$ cat src/rtl/alu_arbiter.sv
// alu_arbiter: two requesters share one ALU through a round-robin arbiter and
// a single-entry result register with valid/ready handshakes on both sides.
//
// Configuration macro: ALU_ARBITER_FIXED_PRIO_EN
//   undefined (default) -> round-robin arbitration with a last-granted pointer
//   defined             -> fixed priority, req0 wins every tie
//
// Ports (alu_arbiter):
//   clk_i                  clock, all state updates on the rising edge
//   rst_i                  synchronous active-high reset
//   reqK_valid_i           requester K presents an operation
//   reqK_ready_o           requester K operation accepted this cycle
//   reqK_sel_i             3-bit opcode of requester K
//   reqK_a_i, reqK_b_i     N-bit operands of requester K
//   rsp_valid_o            a result is held
//   rsp_ready_i            consumer takes the held result this cycle
//   rsp_id_o               requester that produced the held result
//   rsp_s_o, rsp_z_o       held result and zero flag
//
// Ports (alu_arbiter_alu): sel_i opcode, a_i/b_i operands, s_o result, z_o zero.

module alu_arbiter_alu #(
  parameter int unsigned N = 4
) (
  input  logic [2:0]   sel_i,
  input  logic [N-1:0] a_i,
  input  logic [N-1:0] b_i,
  output logic [N-1:0] s_o,
  output logic         z_o
);

  always_comb begin
    s_o = '0;
    z_o = 1'b0;
    case (sel_i)
      3'b000: s_o = a_i + b_i;
      3'b001: begin
        s_o = a_i - b_i;
        z_o = (a_i == b_i);
      end
      3'b010: s_o = a_i & b_i;
      3'b011: s_o = a_i | b_i;
      3'b101: s_o[0] = (a_i < b_i);
      3'b110: s_o = a_i << b_i;
      default: s_o = '0;
    endcase
  end

endmodule

module alu_arbiter #(
  parameter int unsigned N = 4
) (
  input  logic         clk_i,
  input  logic         rst_i,
  input  logic         req0_valid_i,
  output logic         req0_ready_o,
  input  logic [2:0]   req0_sel_i,
  input  logic [N-1:0] req0_a_i,
  input  logic [N-1:0] req0_b_i,
  input  logic         req1_valid_i,
  output logic         req1_ready_o,
  input  logic [2:0]   req1_sel_i,
  input  logic [N-1:0] req1_a_i,
  input  logic [N-1:0] req1_b_i,
  output logic         rsp_valid_o,
  input  logic         rsp_ready_i,
  output logic         rsp_id_o,
  output logic [N-1:0] rsp_s_o,
  output logic         rsp_z_o
);

  typedef enum logic [0:0] {StIdle, StHold} state_e;

  state_e         state_q, state_d;
  logic [N-1:0]   s_q;
  logic           z_q;
  logic           id_q;
  logic           slot_free;
  logic           win_id;
  logic           accept;
  logic [2:0]     op_sel;
  logic [N-1:0]   op_a;
  logic [N-1:0]   op_b;
  logic [N-1:0]   alu_s;
  logic           alu_z;

`ifndef ALU_ARBITER_FIXED_PRIO_EN
  // Requester granted on the most recent accepted transfer.
  logic last_q;
`endif

  // Arbitration winner; only meaningful when at least one requester is valid.
  always_comb begin
    win_id = 1'b0;
    if (req0_valid_i && req1_valid_i) begin
`ifdef ALU_ARBITER_FIXED_PRIO_EN
      win_id = 1'b0;
`else
      win_id = ~last_q;
`endif
    end else if (req1_valid_i) begin
      win_id = 1'b1;
    end
  end

  assign slot_free    = (state_q == StIdle) || rsp_ready_i;
  assign accept       = slot_free && (req0_valid_i || req1_valid_i) && !rst_i;
  assign req0_ready_o = accept && !win_id;
  assign req1_ready_o = accept && win_id;

  assign op_sel = win_id ? req1_sel_i : req0_sel_i;
  assign op_a   = win_id ? req1_a_i   : req0_a_i;
  assign op_b   = win_id ? req1_b_i   : req0_b_i;

  alu_arbiter_alu #(
    .N (N)
  ) u_alu (
    .sel_i (op_sel),
    .a_i   (op_a),
    .b_i   (op_b),
    .s_o   (alu_s),
    .z_o   (alu_z)
  );

  always_comb begin
    state_d = state_q;
    unique case (state_q)
      StIdle: if (accept) state_d = StHold;
      StHold: if (rsp_ready_i && !accept) state_d = StIdle;
      default: state_d = StIdle;
    endcase
  end

  always_ff @(posedge clk_i) begin
    if (rst_i) begin
      state_q <= StIdle;
      s_q     <= '0;
      z_q     <= 1'b0;
      id_q    <= 1'b0;
    end else begin
      state_q <= state_d;
      if (accept) begin
        s_q  <= alu_s;
        z_q  <= alu_z;
        id_q <= win_id;
      end
    end
  end

`ifndef ALU_ARBITER_FIXED_PRIO_EN
  // Reset to 1 so that req0 wins the first tie.
  always_ff @(posedge clk_i) begin
    if (rst_i) begin
      last_q <= 1'b1;
    end else if (accept) begin
      last_q <= win_id;
    end
  end
`endif

  assign rsp_valid_o = (state_q == StHold);
  assign rsp_s_o     = s_q;
  assign rsp_z_o     = z_q;
  assign rsp_id_o    = id_q;

endmodule

$ cat config.mk
export PLATFORM = sky130hd
export DESIGN_NAME = alu_arbiter
export DESIGN_NICKNAME = d
export VERILOG_FILES = /design/src/rtl/alu_arbiter.sv
export SDC_FILE = /design/constraint.sdc
export NUM_CORES = 1
export LEC_CHECK = 0
export ABC_AREA = 1
export ABC_CLOCK_PERIOD_IN_PS = 3500
export CAP_MARGIN = 10
export CELL_PAD_IN_SITES_DETAIL_PLACEMENT = 1
export CELL_PAD_IN_SITES_GLOBAL_PLACEMENT = 2
export CORE_MARGIN = 1
export CORE_UTILIZATION = 25
export DETAILED_ROUTE_END_ITERATION = 10
export GPL_TIMING_DRIVEN = 1
export HOLD_SLACK_MARGIN = 0.02
export MAX_ROUTING_LAYER = met4
export PLACE_DENSITY_LB_ADDON = 0.1
export RECOVER_POWER = 25
export SKIP_CTS_REPAIR_TIMING = 1
export SLEW_MARGIN = 20
export SYNTH_ARGS = -nofsm -noshare
export SYNTH_HDL_FRONTEND = slang
export SYNTH_SLANG_ARGS = --single-unit
$ cat constraint.sdc
create_clock -name clk_i -period 3.5 [get_ports clk_i]
set_input_delay 0.7 -clock clk_i [delete_from_list [all_inputs] [get_ports clk_i]]
set_output_delay 0.7 -clock clk_i [all_outputs]
set_load 0.1 [all_outputs]
==> impl.org, run 1 <==
** Timing
- Fin crit period :: 3.085 ns
- Period utilisation layout :: 88.14%
- For the pin with the worst max-slew slack, the measured transition is 0.9692 ns.
- Setup Total Neg Slack :: 0 ns
- Worst rel slew slack :: 35.17%
- The number of hold violations in the final report is 0.
- For this run, the top clock speed supported by timing is 0.3242 GHz.
- The number of pins exceeding their max-slew limit in the final report came to 0.
- Worst hold slack across all endpoints :: 0.4476 ns
- Setup repair after global routing left no endpoint under its margin.
- Count of final setup violators :: 0
- The clock arrives with 0.004921 ns of skew.

** Pwr
- Cell Int Power :: 277.5 uW
- Switching power :: 231.6 uW
- Pwr/cell area :: 303.2 nW/um^2
- Static leakage power :: 0.8549 nW
- Share of power burned in registers :: 20.2%
- Max VDD drop :: 0.1027 mV
- Switching power as a share of total power :: 45.49%
- Clock network fraction of design power :: 22.0%
- Combinational cell fraction of total power :: 57.8%

** CTS
- Clk_lat worst skew :: 0.23 ns
- Maximum number of buffers from clock root to sink :: 2
- Clock transition at the registers of the reported paths :: 0.04 ns
- CTS HTree Levels :: 1
- The cell sitting at the root of the clock tree is a clkbuf_8.
- TritonCTS clock tree :: built
- The clock drives 8 sinks.
- Total CTS buffers :: 3

** Route
- Count of unresolved DRC violations after routing :: 0
- After detailed routing, the number of vias per cell comes to 4.704.
- The final layout contains routed wiring with a total length of 3743 um.
- After detailed routing, the average wire length per cell comes to 12.60 um.
- The pre-antenna-repair detailed-routing pass consisted of 4 iterations.
- Count of antenna-violating nets left after detailed routing :: 0
- In this run, the number of DRC markers left after iteration 0 of detailed routing was 23.
- Across all layers, the routed design uses 1,397 vias.

** Setup path
- STA puts the critical path data required time at 2.80 ns.
- Endpoint class of the critical path :: output port
- Measured in cells, the most critical reg-to-reg path has a length of 15.
- Maximum fanout count along the critical path :: 10
- The setup path with the least slack is of type in2out.
- Data arrives at the worst endpoint at 2.38 ns.
- Type of origin of the critical path :: input pin

** Floorplan
- Die width :: 71.68 um
- Core Area :: 4504 sq um
- Starting Density :: 26.94%
- The floorplan step defined a die boundary enclosing 5137 sq um.
- The die is 71.68 um tall.
- Count of pins on the block boundary :: 36
- Number of rows created at floorplan :: 24

** GRT
- Initial antenna violation count :: 0
- Largest net degree at the start of global routing :: 15
- The first global-routing pass estimated 6348 um of wire.
- The total overflow left after global routing is 0.
- All-Layer GR Usage :: 16.36%
- Vias in the first global route :: 1,435

** Synth
- Ranking of synthesized cells by area :: nand2_1 18%, dfxtp_1 13%, nand3_1 12%
- After synthesis the netlist holds a flip-flop and latch count of 8.
- Post-synth top area cell :: nand2_1
- Of the post-synthesis cell area, the dominant cell type holds 18.25%.
- Mapped Area :: 1214 sq um
- EDFF count, synth :: 0
- Fraction of the yosys area taken by sequential cells :: 13.20%
- The number of nets in the synthesized netlist is 246.
- For this run, the number of Yosys warnings is 0.
- Synthesis handed over a netlist of 207 instances.
- Each instance of the synthesized netlist takes up on average 5.863 sq um.
- Proportion of synthesized flip-flops having asynchronous set or reset :: 0%
- In the synthesized netlist the dominant register cell turns out to be dfxtp_1.
- The number of different library cells used by synthesis comes to 26.

** Placement
- The placed instances occupy a cell area of 1638 sq um.
- After legalization and detailed placement, the total HPWL measured 3215 um.
- Post-Place Cells :: 294
- Buffers placed on the I/O ports in this run total 35.
- Gpl congestion :: 0.8872

** Cells and area
- After routing the design area is 1679 sq um.
- Summing all multi-input logic gate instances after layout gives 888.4 sq um.
- In the final layout, flip-flops and latches occupy 160.2 sq um.
- The library cell used most frequently in the layout, excluding fill and tap cells, is nand2_1.
- Share of layout cells above drive strength 1 :: 11.84%
- Number of filler instances in the final layout :: 613
- N_diodes :: 0
- From synthesis to final layout, the design area changed by 38.35%.
- Leaving out filler cells and counting taps, the final layout contains 297.
- After the last flow step, the layout net total stands at 286.
- Most frequent cells in the layout :: 59 x nand2_1, 32 x inv_1, 31 x clkdlybuf4s50_1, 29 x nand3_1, 19 x nor2_1

** Worst hold path
- Hold/Removal Path Class :: reg2reg
- Hold Path Stages :: 2

** Status
- Status :: complete, no violations

** Job
- Max-cap violations in this run came to 0.
==> worst max-delay path, cell delays in order <==
cell and delay [ns]:
dlygate4sd3_1 0.78, o21ai_0 0.19, nor2_1 0.17, inv_1 0.11, nor2_1 0.22, buf_12 0.21
==> per-stage QoR <==
step                      total power, mW  setup slack (ns)  utilization, %
after floorplan                    0.3096            0.2415               -
after global placement             0.4016            0.3613           36.36
after detailed placement           0.4009            0.2972           36.36
after CTS                          0.5175            0.4503           37.28
after global routing               0.5478            0.2154           37.28
final                              0.5090            0.4152           37.28
==> sequential cells by signal, indices dropped and copies added (netlist names) <==
register	count
rsp_valid_o	1
rsp_id_o	1
last_q	1
rsp_z_o	1
rsp_s_o	4
==> worst paths after layout <==
| kind | from | end | slack, ns |
|---|---|---|---|
| max | req1_valid_i | req0_ready_o | 0.42 |
| min | rsp_s_o[0]$_SDFFE_PP0P_ | rsp_s_o[0]$_SDFFE_PP0P_ | 0.45 |
| max reg2reg | last_q$_SDFFE_PP1P_ | rsp_s_o[0]$_SDFFE_PP0P_ | 1.25 |
| min reg2reg | rsp_s_o[0]$_SDFFE_PP0P_ | rsp_s_o[0]$_SDFFE_PP0P_ | 0.45 |
==> layer usage <==
metal	up-vias	track usage (%)	routed length, um
li1	730	-	-
met1	617	19.63	1771
met2	43	28.30	1756
met3	7	0.4219	135
met4	0	7.843	79
met5	-	-	0
==> area by class of cell <==
| class | count | share of cell area (%) |
|---|---|---|
| timing repair buffer | 39 | 23.85 |
| tap | 52 | 3.875 |
| clock buffer | 3 | 2.459 |
| sequential | 8 | 9.538 |
| inverter | 33 | 7.377 |
| multi-input combinational | 162 | 52.91 |
==> synthesized netlist by cell type (2+ instances only) <==
library cell	instances
nand2_1	59
inv_1	32
nand3_1	29
nor2_1	19
ha_1	11
nand2_2	9
dfxtp_1	8
a21oi_1	5
nand4_1	5
nand3b_1	4
nand2_4	3
nor3_1	3
o21ai_0	3
o21ai_2	3
buf_4	2
nor2_2	2
==> cell families after synthesis <==
logic type | share of synthesized area [%]
simple gates | 52.99
buf+inv | 13.61
compound gates | 6.494
fa+ha+maj | 12.99
flops | 13.20
xor+xnor | 0.7218
==> power by group through the flow <==
stage	registers, mW	clock network (mW)	logic [mW]
2_1_floorplan	0.148	0	0.162
3_3_place_gp	0.104	0	0.298
3_5_place_dp	0.104	0	0.297
4_1_cts	0.103	0.117	0.298
5_1_grt	0.103	0.119	0.325
6_report	0.103	0.112	0.294
Note: power is estimated with default switching activity, not from simulation.
==> run 2: changes to the inputs <==
CORE_UTILIZATION = 34   (was 25)
DONT_BUFFER_PORTS = 1   (was default)
==> run 2 against run 1 <==
  * Clock power is 39% lower
  * Utilization increased by 0.41 points
  * Power decreased by 18%
  * Critical path depth increased by 1
  * Global-route usage rose by 4.4 points
==> impl.org, run 2 (synthesized netlist as in run 1, its figures left out) <==
** Status
- Status :: complete, no violations

** Setup path
- The critical path ends at req0_ready_o.
- The critical path depth is 7 (+1).
- Required time reported for the critical path endpoint :: 2.80 ns (about the same)
- Crit path from :: rsp_valid_o$_SDFF_PP0_
- Crit Reg-Reg Endpoint :: rsp_s_o[2]$_SDFFE_PP0P_
- Broken down by cell family, the worst path's largest delay share belongs to buffers and inverters.
- The worst setup path is of the reg2out kind.
- The arrival time at the worst endpoint was 1.95 ns (-0.43 ns).
- Reg-to-reg slack, setup :: 0.94 ns (-0.31 ns)
- STA classifies the critical path startpoint as a flop.
- Buffering stage count on the worst path with inverters included :: 3 (unchanged)
- CP cell instances :: buf_4, nand2_1, o21ai_0, nor2_1, inv_1, nor2_1, buf_4
- Critical Path Slowest Stage Cell :: buf_4
- Depth of the most critical reg-to-reg path :: 13 (-2)
- The largest incremental delay on the critical path is 0.32 ns (-0.46 ns).
- Critical register-to-register path startpoint :: last_q$_SDFFE_PP1P_
- The top fanout value on the critical path was 5 (-5).
- The worst setup path is captured at an output port.

** Timing
- The number of pins exceeding their max-slew limit in the final report was 0 (unchanged).
- The number of endpoints failing setup at the final stage is 0 (unchanged).
- The transition time at the pin with the least slew margin is 0.9692 ns (+0.00003308 ns).
- Final-report hold violation count :: 0 (unchanged)
- The final setup skew came to 0.003995 ns (-0.0009255 ns).
- Setup Total Neg Slack :: 0 ns (unchanged)
- Worst rel slew slack :: 35.30% (+0.12 points)
- The clock period minus final worst setup slack was 2.649 ns (-0.4361 ns).
- Max Clock Freq :: 0.3775 GHz (+16%)
- Setup repair after global routing left no endpoint under its margin.
- The final setup slack of the worst path is 0.8513 ns (+0.4361 ns).
- The post-route fraction of the period consumed by the critical path is 75.68% (-12 points).
- Worst hold slack across all endpoints :: 0.5119 ns (+0.06434 ns)

** Route
- DR WL/cell :: 14.28 um (+13%)
- The count of TritonRoute iterations in the first routing pass was 4 (unchanged).
- The starting DRC count in detailed routing was 51 (+120%).
- The via count of the routed design is 1,285 (-8.0%).
- The total wire length after detailed routing is 3642 um (-2.7%).
- Count of unresolved DRC violations after routing :: 0 (unchanged)
- Average via count per standard cell :: 5.039 (+7.1%)
- Count of antenna-violating nets left after detailed routing :: 0 (unchanged)

** Worst hold path
- Hold/Removal Path Class :: in2reg

** Pwr
- Switching power as a share of total power :: 51.46% (+6.0 points)
- Clock network fraction of design power :: 16.5% (-5.5 points)
- Share of power burned in registers :: 33.7% (+14 points)
- The reported net switching power came to 214.3 uW (-7.5%).
- The overall power of the completed layout came to 416.4 uW (-18%).
- The combinational fraction of design power is 49.8% (-8.0 points).
- The total power density per cell area is 326.0 nW/um^2 (+7.5%).
- Cell Int Power :: 202.1 uW (-27%)
- The worst supply voltage drop on vdd came to 0.06000 mV (-42%).
- Static leakage power :: 0.6964 nW (-19%)

** Cells and area
- Most common cell after layout, fill and taps aside :: nand2_1
- N_diodes :: 0 (unchanged)
- Largest register FFs :: 4 (unchanged)
- Number of filler instances in the final layout :: 480 (-22%)
- Most frequent cells in the layout :: 59 x nand2_1, 32 x inv_1, 29 x nand3_1, 18 x nor2_1, 11 x ha_1
- Share of layout cells above drive strength 1 :: 12.92% (+1.1 points)
- The area growth from synthesis to layout is 5.258%.
- Core utilization of the finished layout :: 37.69% (+0.41 points)
- The final net count is 250 (-13%).

** Floorplan
- Die boundary height :: 61.75 um (-14%)
- The placeable core region was 3390 sq um (-25%).
- The area enclosed by the die boundary was 3812 sq um (-26%).
- The initial core utilization is 35.81% (+8.9 points).
- Count of pins on the block boundary :: 36 (unchanged)
- Die width :: 61.75 um (-14%)
- Number of rows created at floorplan :: 21 (-13%)

** CTS
- TritonCTS clock tree :: built
- Clock transition at the registers of the reported paths :: 0.05 ns (about the same)
- CTS HTree Levels :: 1 (unchanged)
- The worst-case clock buffer depth was 2 (unchanged).
- The total clock buffers created by CTS is 3 (unchanged).
- The clock insertion delay at the later pin of the skew report was 0.25 ns (+0.02 ns).
- The tree is rooted in a clkbuf_4.
- The sink count of the clock tree came to 8 (unchanged).

** GRT
- All-Layer GR Usage :: 20.77% (+4.4 points)
- Initial antenna violation count :: 0 (unchanged)
- Grt ovf :: 0 (unchanged)
- Largest net degree at the start of global routing :: 24 (+9)
- First-pass GRT wire length :: 5616 um (-12%)
- Vias in the first global route :: 1,258 (-12%)

** Placement
- Quantity of I/O buffers inserted on ports :: 0 (-100%)
- The weighted congestion at the end of routability-driven global placement was 0.8571 (-3.4%).
- The sum of net half-perimeters after detailed placement is 3149 um (-2.1%).
- Pre-CTS WS :: 0.6127 ns (+0.3155 ns)

** Job
- The number of maximum-capacitance constraint violations came to 0 (unchanged).
run 2: cell count changes in the layout (fill, tap and decap cells not counted), sizes merged:
cell,previous run,this run
buf,6,3
dlygate4sd3,2,0
clkdlybuf4s50,31,0
run 2: cell type report:
| cell class | instances | area, sq um | share of cell area, % |
|---|---|---|---|
| clock buffers | 3 | 22.52 | 1.763 |
| inverters | 33 | 123.9 | 9.696 |
| repair buffers | 3 | 22.52 | 1.763 |
| well taps | 46 | 57.56 | 4.505 |
| flip-flops and latches | 8 | 160.2 | 12.54 |
| multi-input cells | 162 | 890.9 | 69.74 |
run 2: worst min path at each step:
| stage | from | to | slack [ns] | depth (start not counted) |
|---|---|---|---|---|
| finish | rst_i | rsp_valid_o$_SDFF_PP0_ | 0.51 | 1 |
| global route | rst_i | rsp_valid_o$_SDFF_PP0_ | 0.51 | 1 |
| CTS | rst_i | rsp_valid_o$_SDFF_PP0_ | 0.50 | 1 |
| detailed placement | last_q$_SDFFE_PP1P_ | last_q$_SDFFE_PP1P_ | 0.52 | 2 |
| global placement | last_q$_SDFFE_PP1P_ | last_q$_SDFFE_PP1P_ | 0.50 | 2 |
| floorplan | last_q$_SDFFE_PP1P_ | last_q$_SDFFE_PP1P_ | 0.48 | 2 |
run 2: power groups by stage:
stage	combinational, mW	sequential, mW	clock, mW
global placement	0.202	0.142	0
CTS	0.209	0.141	0.0729
finish	0.207	0.140	0.0686
floorplan	0.162	0.148	0
global route	0.235	0.142	0.0747
detailed placement	0.208	0.142	0
run 2: per-layer routing:
layer	global-route usage (%)	vias up	part of all wire [%]
met5	-	-	0
met4	5.714	0	0.38
met3	0.4141	2	3.4
met1	23.13	594	45
met2	40.25	26	52
li1	-	663	-
run 2: worst reg2reg max path, delay by kind of cell (launching register included):
kind	cells	cell delay [ns]
fa+ha+maj	2	0.65
simple gates	9	1.22
xor+xnor	1	0.16
flops	1	0.34
buf+inv	1	0.07
run 2: through the flow:
step,cell area [sq um],cells
2_1_floorplan,1214,207
3_3_place_gp,1257,252
3_5_place_dp,1257,252
4_1_cts,1280,255
5_1_grt,1277,255
6_report,1277,255
